<file path="src/rtl/stream_spill_register.sv">
// Two-entry registered valid/ready slice: data_o, valid_o and ready_o all come straight from flops.
// BYPASS=1 collapses the block to wires with no state.
module stream_spill_register #(
  parameter int unsigned DATA_WIDTH = 32,
  parameter bit          BYPASS     = 1'b0
) (
  input  logic                  clk_i,
  input  logic                  rst_ni,
  input  logic                  clr_i,
  input  logic                  valid_i,
  output logic                  ready_o,
  input  logic [DATA_WIDTH-1:0] data_i,
  output logic                  valid_o,
  input  logic                  ready_i,
  output logic [DATA_WIDTH-1:0] data_o
);

  if (BYPASS) begin : g_bypass
    logic unused_bypass;
    assign unused_bypass = ^{clk_i, rst_ni, clr_i};
    assign valid_o = valid_i;
    assign ready_o = ready_i;
    assign data_o  = data_i;
  end else begin : g_spill
    // Encoding is {b_full, a_full}; BAD is never entered.
    typedef enum logic [1:0] {
      EMPTY = 2'b00,
      ONE   = 2'b01,
      BAD   = 2'b10,
      FULL  = 2'b11
    } state_e;

    state_e                state_q, state_d;
    logic [DATA_WIDTH-1:0] a_q, a_d, b_q, b_d;
    logic                  push, pop;

    assign valid_o = state_q[0];
    assign ready_o = ~state_q[1];
    assign data_o  = a_q;
    assign push    = valid_i & ready_o;
    assign pop     = valid_o & ready_i;

    always_comb begin
      state_d = state_q;
      a_d     = a_q;
      b_d     = b_q;
      if (clr_i) begin
        state_d = EMPTY;
      end else begin
        case (state_q)
          EMPTY: begin
            if (push) begin
              state_d = ONE;
              a_d     = data_i;
            end
          end
          ONE: begin
            case ({push, pop})
              2'b11: a_d = data_i;
              2'b10: begin
                state_d = FULL;
                b_d     = data_i;
              end
              2'b01: state_d = EMPTY;
              default: ;
            endcase
          end
          FULL: begin
            if (pop) begin
              state_d = ONE;
              a_d     = b_q;
            end
          end
          default: state_d = state_q;
        endcase
      end
    end

    always_ff @(posedge clk_i or negedge rst_ni) begin
      if (!rst_ni) begin
        state_q <= EMPTY;
        a_q     <= '0;
        b_q     <= '0;
      end else begin
        state_q <= state_d;
        a_q     <= a_d;
        b_q     <= b_d;
      end
    end

    a_no_state_10 : assert property (@(posedge clk_i) disable iff (!rst_ni)
      state_q != BAD);
    a_no_push_when_full : assert property (@(posedge clk_i) disable iff (!rst_ni)
      !ready_o |=> $stable(b_q));
    a_data_stable : assert property (@(posedge clk_i) disable iff (!rst_ni)
      (valid_o && !ready_i && !clr_i) |=> (valid_o && $stable(data_o)));
  end

endmodule
</file>
<file path="config.mk">
export PLATFORM = sky130hd
export DESIGN_NAME = stream_spill_register
export DESIGN_NICKNAME = d
export VERILOG_FILES = /design/src/rtl/stream_spill_register.sv
export SDC_FILE = /design/constraint.sdc
export NUM_CORES = 1
export LEC_CHECK = 0
export ABC_CLOCK_PERIOD_IN_PS = 1550
export CELL_PAD_IN_SITES_DETAIL_PLACEMENT = 1
export CELL_PAD_IN_SITES_GLOBAL_PLACEMENT = 1
export CORE_ASPECT_RATIO = 2
export CORE_UTILIZATION = 37
export DETAILED_ROUTE_END_ITERATION = 8
export PLACE_DENSITY = 0.85
export SLEW_MARGIN = 20
export SYNTH_ARGS = -nofsm -noshare
export SYNTH_HDL_FRONTEND = slang
export SYNTH_SLANG_ARGS = --single-unit
</file>
<file path="constraint.sdc">
create_clock -name clk_i -period 1.55 [get_ports clk_i]
set_input_delay 0.155 -clock clk_i [delete_from_list [all_inputs] [get_ports clk_i]]
set_output_delay 0.155 -clock clk_i [all_outputs]
set_load 0.05 [all_outputs]
</file>
After elaboration in Yosys (flattened, before gate mapping)
Cells that the tools add are included.
- output and inout bits: 34
- logic and storage cells: 33
- flip-flop bits (word level): 66
- input port bits: 37
- eq/ne operators: 11
- reductions and logical operators: 6
- muxes and demuxes: 9
- bitwise logic cells: 4
- operators with widths (kind ; number):
    two-way mux 32 bit ; 3
    case mux 32 bit (3 select lines) ; 1
    == test 2 bit, second input constant ; 3
    two-way mux 2 bit ; 3
    inequality test 3 bit, second input constant ; 2
    case mux 2 bit (3 select lines) ; 1
    AND reduction 5 bit ; 1
    == test 2 x 1 -> 1 bit, second input constant ; 2
    inequality test 2 bit, second input constant ; 2
    inequality test 4 x 3 -> 1 bit, second input constant ; 1
    case mux 2 bit (2 select lines) ; 1
    AND reduction 4 bit ; 1
    nonzero test 4 bit ; 1
    AND reduction 3 bit ; 1
    nonzero test 3 bit ; 1
    bitwise AND 1 bit ; 2
    logical NOT 2 bit ; 1
    inequality test 2 x 1 -> 1 bit, second input constant ; 1
    inverter 1 bit ; 2

Depth between registers and ports, before layout
Gate-level depths: netlist of the first run.
- word-level depth: 6
- gate-level depth with buffers: 4
- gate-level depth less buffers: 3

Worst setup path before layout of the first run
Ideal clock, no wire load.
- kind: reg-to-reg
- start point: register g_spill.state_q[0]
- end point: register g_spill.a_q[0] (netlist: data_o[0])
- cell stages (with the launch flop): 5
- data required time: 1425 ps
- setup slack: -343 ps
- arrival: 1768 ps
- cells stage by stage: dfrtp_1 > nand2_4 > a221oi_4 > buf_6 > mux2_4
- word-level cells in the longest chain between the ends: 4
- ends and longest elaborated chain (element ; line ; source):
    start: declaration ; 33 ; state_e state_q, state_d;
    start signal: assignment ; 85 ; state_q <= state_d;
    bitwise AND 1 bit ; 41 ; assign pop = valid_o & ready_i;
    == test 2 bit ; 58 ; case ({push, pop})
    inequality test 2 x 1 -> 1 bit (no source line) ; -- ;
    AND reduction 5 bit (no source line) ; -- ;
    end signal: assignment ; 82 ; a_q <= '0;
    end signal: assignment ; 86 ; a_q <= a_d;
    end: declaration ; 34 ; logic [DATA_WIDTH-1:0] a_q, a_d, b_q, b_d;
Parallel ways exist; a longest one is shown, timed or not.
A chain may end at the register's enable or synchronous reset.

Worst setup path in the final report of the first run
- start point: register g_spill.state_q[1]
- end point: register g_spill.a_q[20] (netlist: data_o[20])
- word-level cells in the longest chain between the ends: 5
- ends and longest elaborated chain (element ; line ; source):
    inverter 1 bit ; 38 ; assign ready_o = ~state_q[1];
    bitwise AND 1 bit ; 40 ; assign push = valid_i & ready_o;
    == test 2 bit ; 58 ;
    inequality test 2 x 1 -> 1 bit (no source line) ; -- ;
    AND reduction 5 bit (no source line) ; -- ;
Parallel ways exist; a longest one is shown, timed or not.

==> metrics, run 1 <==
Cell Area, Synth=2947 um^2; CTS H-tree depth=3; RSZ-0062 raised after global routing=yes; Sw Ratio=32.63%; slew margin rel.=79.66%; Leakage=0.002151 uW; HPWL Detailed=4646 um; number of global-route vias before repair=2108; GRT met3 Usage=3.737%; RD Place Congestion=0.7171; Final Max Slew Viols=0; Worst R2R Start=g_spill.state_q[1]$_DFFE_PN0P_; first-pass GRT wire length=11280 um; Ports=71; Routed Antenna Nets=0; syn_nets=218; fin cells=380; Die H=128.2 um; Final Skew=0.009348 ns; port bufs=70; gr busiest metal=met2; Hold Vio Cnt, Final=0; Least-Margin Pin Slew=0.3051 ns; Largest stage delay, worst path=0.39 ns; layout cells sized above 1=61.54%; Max Root-Sink Buffers=2; switching power=2083 uW; crit-path cells=buf_6 > nand2_8 > a221oi_4 > buf_6 > clkbuf_16 > mux2_4; largest net degree at the start of global routing=57; clk slew on worst S/H paths=0.06 ns; crit path time final=1.689 ns; worst reg2reg path depth=6; Starting Density=38.48%; Mapped Cells=181; row count=45; final wirelength=8752 um; Clock Tree Root=clkbuf_16; type of the worst setup path=reg2reg; Layout area overhead=56.09%; P_int=4300 uW; commonest non-fill, non-tap cell in the layout=mux2_4; cts bufs inserted=9; Seq pwr share=38.1%; via count=1948; worst skew pair latency=0.33 ns; fill count=733; HP Class=in2async; synthesized flop and latch total=66; Worst setup SP type=flip-flop; placed cell count=347; post-synth cell types=14; Clk pwr share=28.8%; combinational cell fraction of total power=33.0%; Worst setup EP type=flip-flop; Required @ worst endpoint=1.76 ns; fin worst setup slack=-0.1393 ns; crit path max fanout=5; die area=8346 um^2; design area=4599 um^2; DP Area=3857 um^2; leading cell types in the layout, fill and taps excluded=mux2_4, dfrtp_1, buf_4, clkdlybuf4s50_1, mux2_2; violated checks=setup timing; initial antenna violation count=0; synth warn=0; drt wl/cell=23.03 um; Worst VDD drop=0.9021 mV; slowest CP cell=dfrtp_1; clk sinks=66; Max Fclk=0.5920 GHz; Crit path max-delay family=buffers and inverters; core area=7657 um^2; DR iter-0 viols=50; diodes inserted=0; met2 Use GR=34.31%; via density per instance=5.126; Arr. time, crit path=1.90 ns; FF-to-FF setup slack=-0.14 ns; WHS=0.2330 ns; Die X=65.10 um; DRC viols=0; grt ovf=0; global-route usage over all layers=18.83%; Avg Synthesized Cell Area=16.28 um^2; Max-Cap Viols=0; drt pass-1 iters=4; most frequent CP cell=buf_6; CTS tree=built; Pwr Density=1388 nW/um^2; Seq/Total Area, Yosys=56.05%; RR Endpoint=data_o[20]$_DFFE_PN0P_; Worst Path Buf+Inv=3; nets@finish=318; status=finished, violations left; period utilization=109.0%; met1 GRT Util=20.37%; Setup-failing EPs final=64
## worst max-delay path by stage
| stage | startpoint | to | slack (ns) | depth (start not counted) |
|---|---|---|---|---|
| final | g_spill.state_q[1]$_DFFE_PN0P_ | data_o[20]$_DFFE_PN0P_ | -0.14 | 6 |
| after global routing | g_spill.state_q[1]$_DFFE_PN0P_ | data_o[20]$_DFFE_PN0P_ | -0.18 | 6 |
| after floorplan | g_spill.state_q[0]$_DFFE_PN0P_ | data_o[10]$_DFFE_PN0P_ | -0.08 | 4 |
| after global placement | valid_i | g_spill.b_q[11]$_DFFE_PN0P_ | -0.28 | 5 |
| after CTS | g_spill.state_q[1]$_DFFE_PN0P_ | g_spill.b_q[3]$_DFFE_PN0P_ | -0.12 | 4 |
| after detailed placement | valid_i | g_spill.b_q[11]$_DFFE_PN0P_ | -0.34 | 5 |
## cells in the mapped netlist
library cell / count / share of area (%)
dfrtp_1: 66 / 56
inv_1: 2 / 0.25
nor4b_4: 1 / 0.81
buf_2: 3 / 0.51
a221oi_4: 1 / 0.89
mux2_2: 86 / 33
buf_4: 3 / 0.76
a211oi_1: 1 / 0.25
buf_6: 3 / 1.1
nand2_4: 1 / 0.38
a21oi_1: 2 / 0.34
mux2_4: 10 / 5.1
nand2b_4: 1 / 0.47
o21ai_0: 1 / 0.17
## per-layer routing
layer | wire length [um] | vias up
li1 | - | 851
met1 | 3303 | 1029
met2 | 4976 | 56
met3 | 308 | 12
met4 | 163 | 0
met5 | 0 | -
## cell type report
type / count / area, um^2 / share of cell area, %
Multi-Input combinational cell: 104 / 1473 / 32.02
Clock buffer: 13 / 250.2 / 5.441
Timing Repair Buffer: 98 / 1081 / 23.50
Clock inverter: 3 / 15.01 / 0.3264
Sequential cell: 66 / 1655 / 35.99
Inverter: 2 / 7.507 / 0.1632
Tap cell: 94 / 117.6 / 2.557
## sequential cells by signal, indices dropped and copies added, names as in the netlist
| signal | cells |
|---|---|
| data_o | 32 |
| g_spill.b_q | 32 |
| g_spill.state_q | 2 |
## what timing repair did
action                     CTS  global route
hold buffers                 1             0
setup endpoints to repair   64            64
setup buffers                2             4
hold endpoints to repair    10             0
gates cloned                 2             8
pin swaps                    0             2
resized for setup            7            42
## power groups by stage
stage | Sequential (uW) | Clock [uW] | Combinational (uW)
3_3_place_gp | 2400 | 0 | 1850
2_1_floorplan | 3020 | 0 | 654
5_1_grt | 2480 | 1930 | 2200
6_report | 2430 | 1840 | 2110
3_5_place_dp | 2430 | 0 | 1890
4_1_cts | 2410 | 1850 | 1930
## stage by stage
stage	setup slack (ns)	TNS, ns	total power (uW)	utilization (%)
CTS	-0.1171	-5.421	6193	55.31
global placement	-0.2750	-15.30	4251	50.38
floorplan	-0.08328	-4.003	3670	-
global route	-0.1796	-8.874	6611	60.07
finish	-0.1393	-6.341	6382	60.07
detailed placement	-0.3396	-17.88	4321	50.38
## logic make-up (layout without fill, tap and decap cells)
logic type	count (synthesis)	in the layout	share of synthesized area, %
mux	96	96	37.96
buf+inv	11	116	2.675
compound gates	5	5	1.656
flops	66	66	56.05
simple gates	3	3	1.656
Note: power is estimated with default switching activity, not from simulation.
==> inputs of run 2 (changes only) <==
--- a/config.mk
+++ b/config.mk
@@ -5,13 +5,13 @@
 export SDC_FILE = /design/constraint.sdc
 export NUM_CORES = 1
 export LEC_CHECK = 0
-export ABC_CLOCK_PERIOD_IN_PS = 1550
+export ABC_CLOCK_PERIOD_IN_PS = 2000
 export CELL_PAD_IN_SITES_DETAIL_PLACEMENT = 1
 export CELL_PAD_IN_SITES_GLOBAL_PLACEMENT = 1
 export CORE_ASPECT_RATIO = 2
-export CORE_UTILIZATION = 37
+export CORE_UTILIZATION = 44
 export DETAILED_ROUTE_END_ITERATION = 8
-export PLACE_DENSITY = 0.85
+export PLACE_DENSITY = 0.94
 export SLEW_MARGIN = 20
 export SYNTH_ARGS = -nofsm -noshare
 export SYNTH_HDL_FRONTEND = slang
==> constraint.sdc (replaced) <==
create_clock -name clk_i -period 2 [get_ports clk_i]
set_input_delay 0.2 -clock clk_i [delete_from_list [all_inputs] [get_ports clk_i]]
set_output_delay 0.2 -clock clk_i [all_outputs]
set_load 0.05 [all_outputs]
==> run 2 against run 1 <==
  * Highest routed layer unchanged
  * Sequential power is 23% lower
  * Sequential cell count did not move
  * Register-to-register slack better by 0.45 ns
  * Non-clock buffer count is 21 lower
  * Clock power shrank 3%
  * First-iteration DRC count decreased by 26%
  * Design area shrank 10%
  * Critical path depth fell by 5
  * Global-route usage up 2.3 points
  * The flow now finishes without violations
  * Die area fell by 16%
  * Sequential share of layout area increased by 4.1 points
==> metrics, run 2 (synthesis results as in run 1) <==
Post-CTS Hold Fix Bufs=1; # resized after CTS=0; first-pass GRT wire length=10770 um; Worst setup EP type=output pin; slew margin rel.=64.75%; Largest stage delay, worst path=0.87 ns; status=complete, no violations; Max-Cap Viols=0; Setup-failing EPs final=0; Worst VDD drop=0.7196 mV; Seq pwr share=36.8%; layout cells sized above 1=46.42%; RR Endpoint=data_o[29]$_DFFE_PN0P_; CP Launch Point=g_spill.state_q[0]$_DFFE_PN0P_; cts bufs inserted=9; slowest CP cell=clkdlybuf4s50_1; Routed Antenna Nets=0; Required @ worst endpoint=1.80 ns; Pwr Density=1224 nW/um^2; clk sinks=66; Sw Ratio=30.09%; Final Max Slew Viols=0; Arr. time, crit path=1.71 ns; DRC viols=0; number of global-route vias before repair=2086; nets@finish=297; Least-Margin Pin Slew=0.5271 ns; crit path max fanout=7; via count=1781; Layout area overhead=39.83%; worst setup path endpoint=valid_o; clk slew on worst S/H paths=0.05 ns; CTS tree=built; Max Fclk=0.5244 GHz; core area=6361 um^2; setup TNS=0 ns; P_int=3525 uW; via density per instance=5.074; drt pass-1 iters=4; Post-CTS Setup Repair Bufs=0; initial antenna violation count=0; diodes inserted=0; worst skew pair latency=0.33 ns; crit-path cells=clkdlybuf4s50_1; FF-to-FF setup slack=0.31 ns; Die X=59.87 um; Ports=71; worst reg2reg path depth=4; Leakage=0.001746 uW; HP Class=in2async; row count=41; CTS H-tree depth=3; Clk pwr share=35.2%; leading cell types in the layout, fill and taps excluded=mux2_2, clkdlybuf4s50_1, dfrtp_1, mux2_4, clkbuf_16; HPWL Detailed=4230 um; drt wl/cell=18.58 um; Hold Vio Cnt, Final=0; Final Skew=0.007446 ns; Worst Path Buf+Inv=1; grt ovf=0; Crit. path cell count=1; Worst setup SP type=flip-flop; Clock Tree Root=clkbuf_16; switching power=1518 uW; DR iter-0 viols=37; crit path time final=1.907 ns; RSZ-0062 raised after global routing=no; Die H=117.7 um; port bufs=70; commonest non-fill, non-tap cell in the layout=mux2_2; largest net degree at the start of global routing=60; type of the worst setup path=reg2out; die area=7048 um^2; Starting Density=46.32%; RD Place Congestion=0.7424; final wirelength=6521 um; global-route usage over all layers=21.14%; period utilization=95.35%; Crit path max-delay family=buffers and inverters; combinational cell fraction of total power=27.9%; Max Root-Sink Buffers=2; WHS=0.2715 ns; Worst R2R Start=g_spill.state_q[1]$_DFFE_PN0P_
[run 2: worst min-delay path by stage]
stage	slack (ns)	start	cells past startpoint	to
after global routing	0.29	rst_ni	2	g_spill.b_q[12]$_DFFE_PN0P_
final	0.27	rst_ni	2	g_spill.b_q[12]$_DFFE_PN0P_
after floorplan	-0.1	rst_ni	0	data_o[0]$_DFFE_PN0P_
after global placement	0.06	rst_ni	1	g_spill.b_q[10]$_DFFE_PN0P_
after CTS	0.26	rst_ni	2	g_spill.b_q[12]$_DFFE_PN0P_
after detailed placement	0.07	rst_ni	1	data_o[10]$_DFFE_PN0P_
[run 2: cell type report]
type,count,area (um^2)
Multi-Input combinational cell,104,1216
Inverter,2,7.507
Tap cell,86,107.6
Fill cell,611,2241
Clock buffer,13,280.3
Timing Repair Buffer,77,788.3
Clock inverter,3,68.82
Sequential cell,66,1652
[run 2: metal layers]
layer / share of wire (%) / track usage (%)
met3: 3.6 / 5.165
met4: 2.4 / 10.17
met5: 0 / 0
met2: 55 / 35.42
met1: 39 / 24.09
[run 2: through the flow]
stage | cell area [um^2] | utilization [%] | power, uW | instances | setup WS (ns)
floorplan | 2947 | - | 2748 | 181 | 0.1072
global placement | 3761 | 59.13 | 3219 | 334 | 0.1305
detailed placement | 3761 | 59.13 | 3285 | 334 | 0.09421
CTS | 4120 | 64.77 | 5112 | 351 | 0.07450
global route | 4120 | 64.77 | 5242 | 351 | 0.04483
finish | 4120 | 64.77 | 5043 | 351 | 0.09302
[run 2: power by group through the flow]
stage | clock network (uW) | logic [uW] | registers (uW)
global route | 1860 | 1480 | 1900
global placement | 0 | 1370 | 1850
detailed placement | 0 | 1410 | 1870
finish | 1780 | 1410 | 1860
CTS | 1820 | 1430 | 1870
floorplan | 0 | 417 | 2330
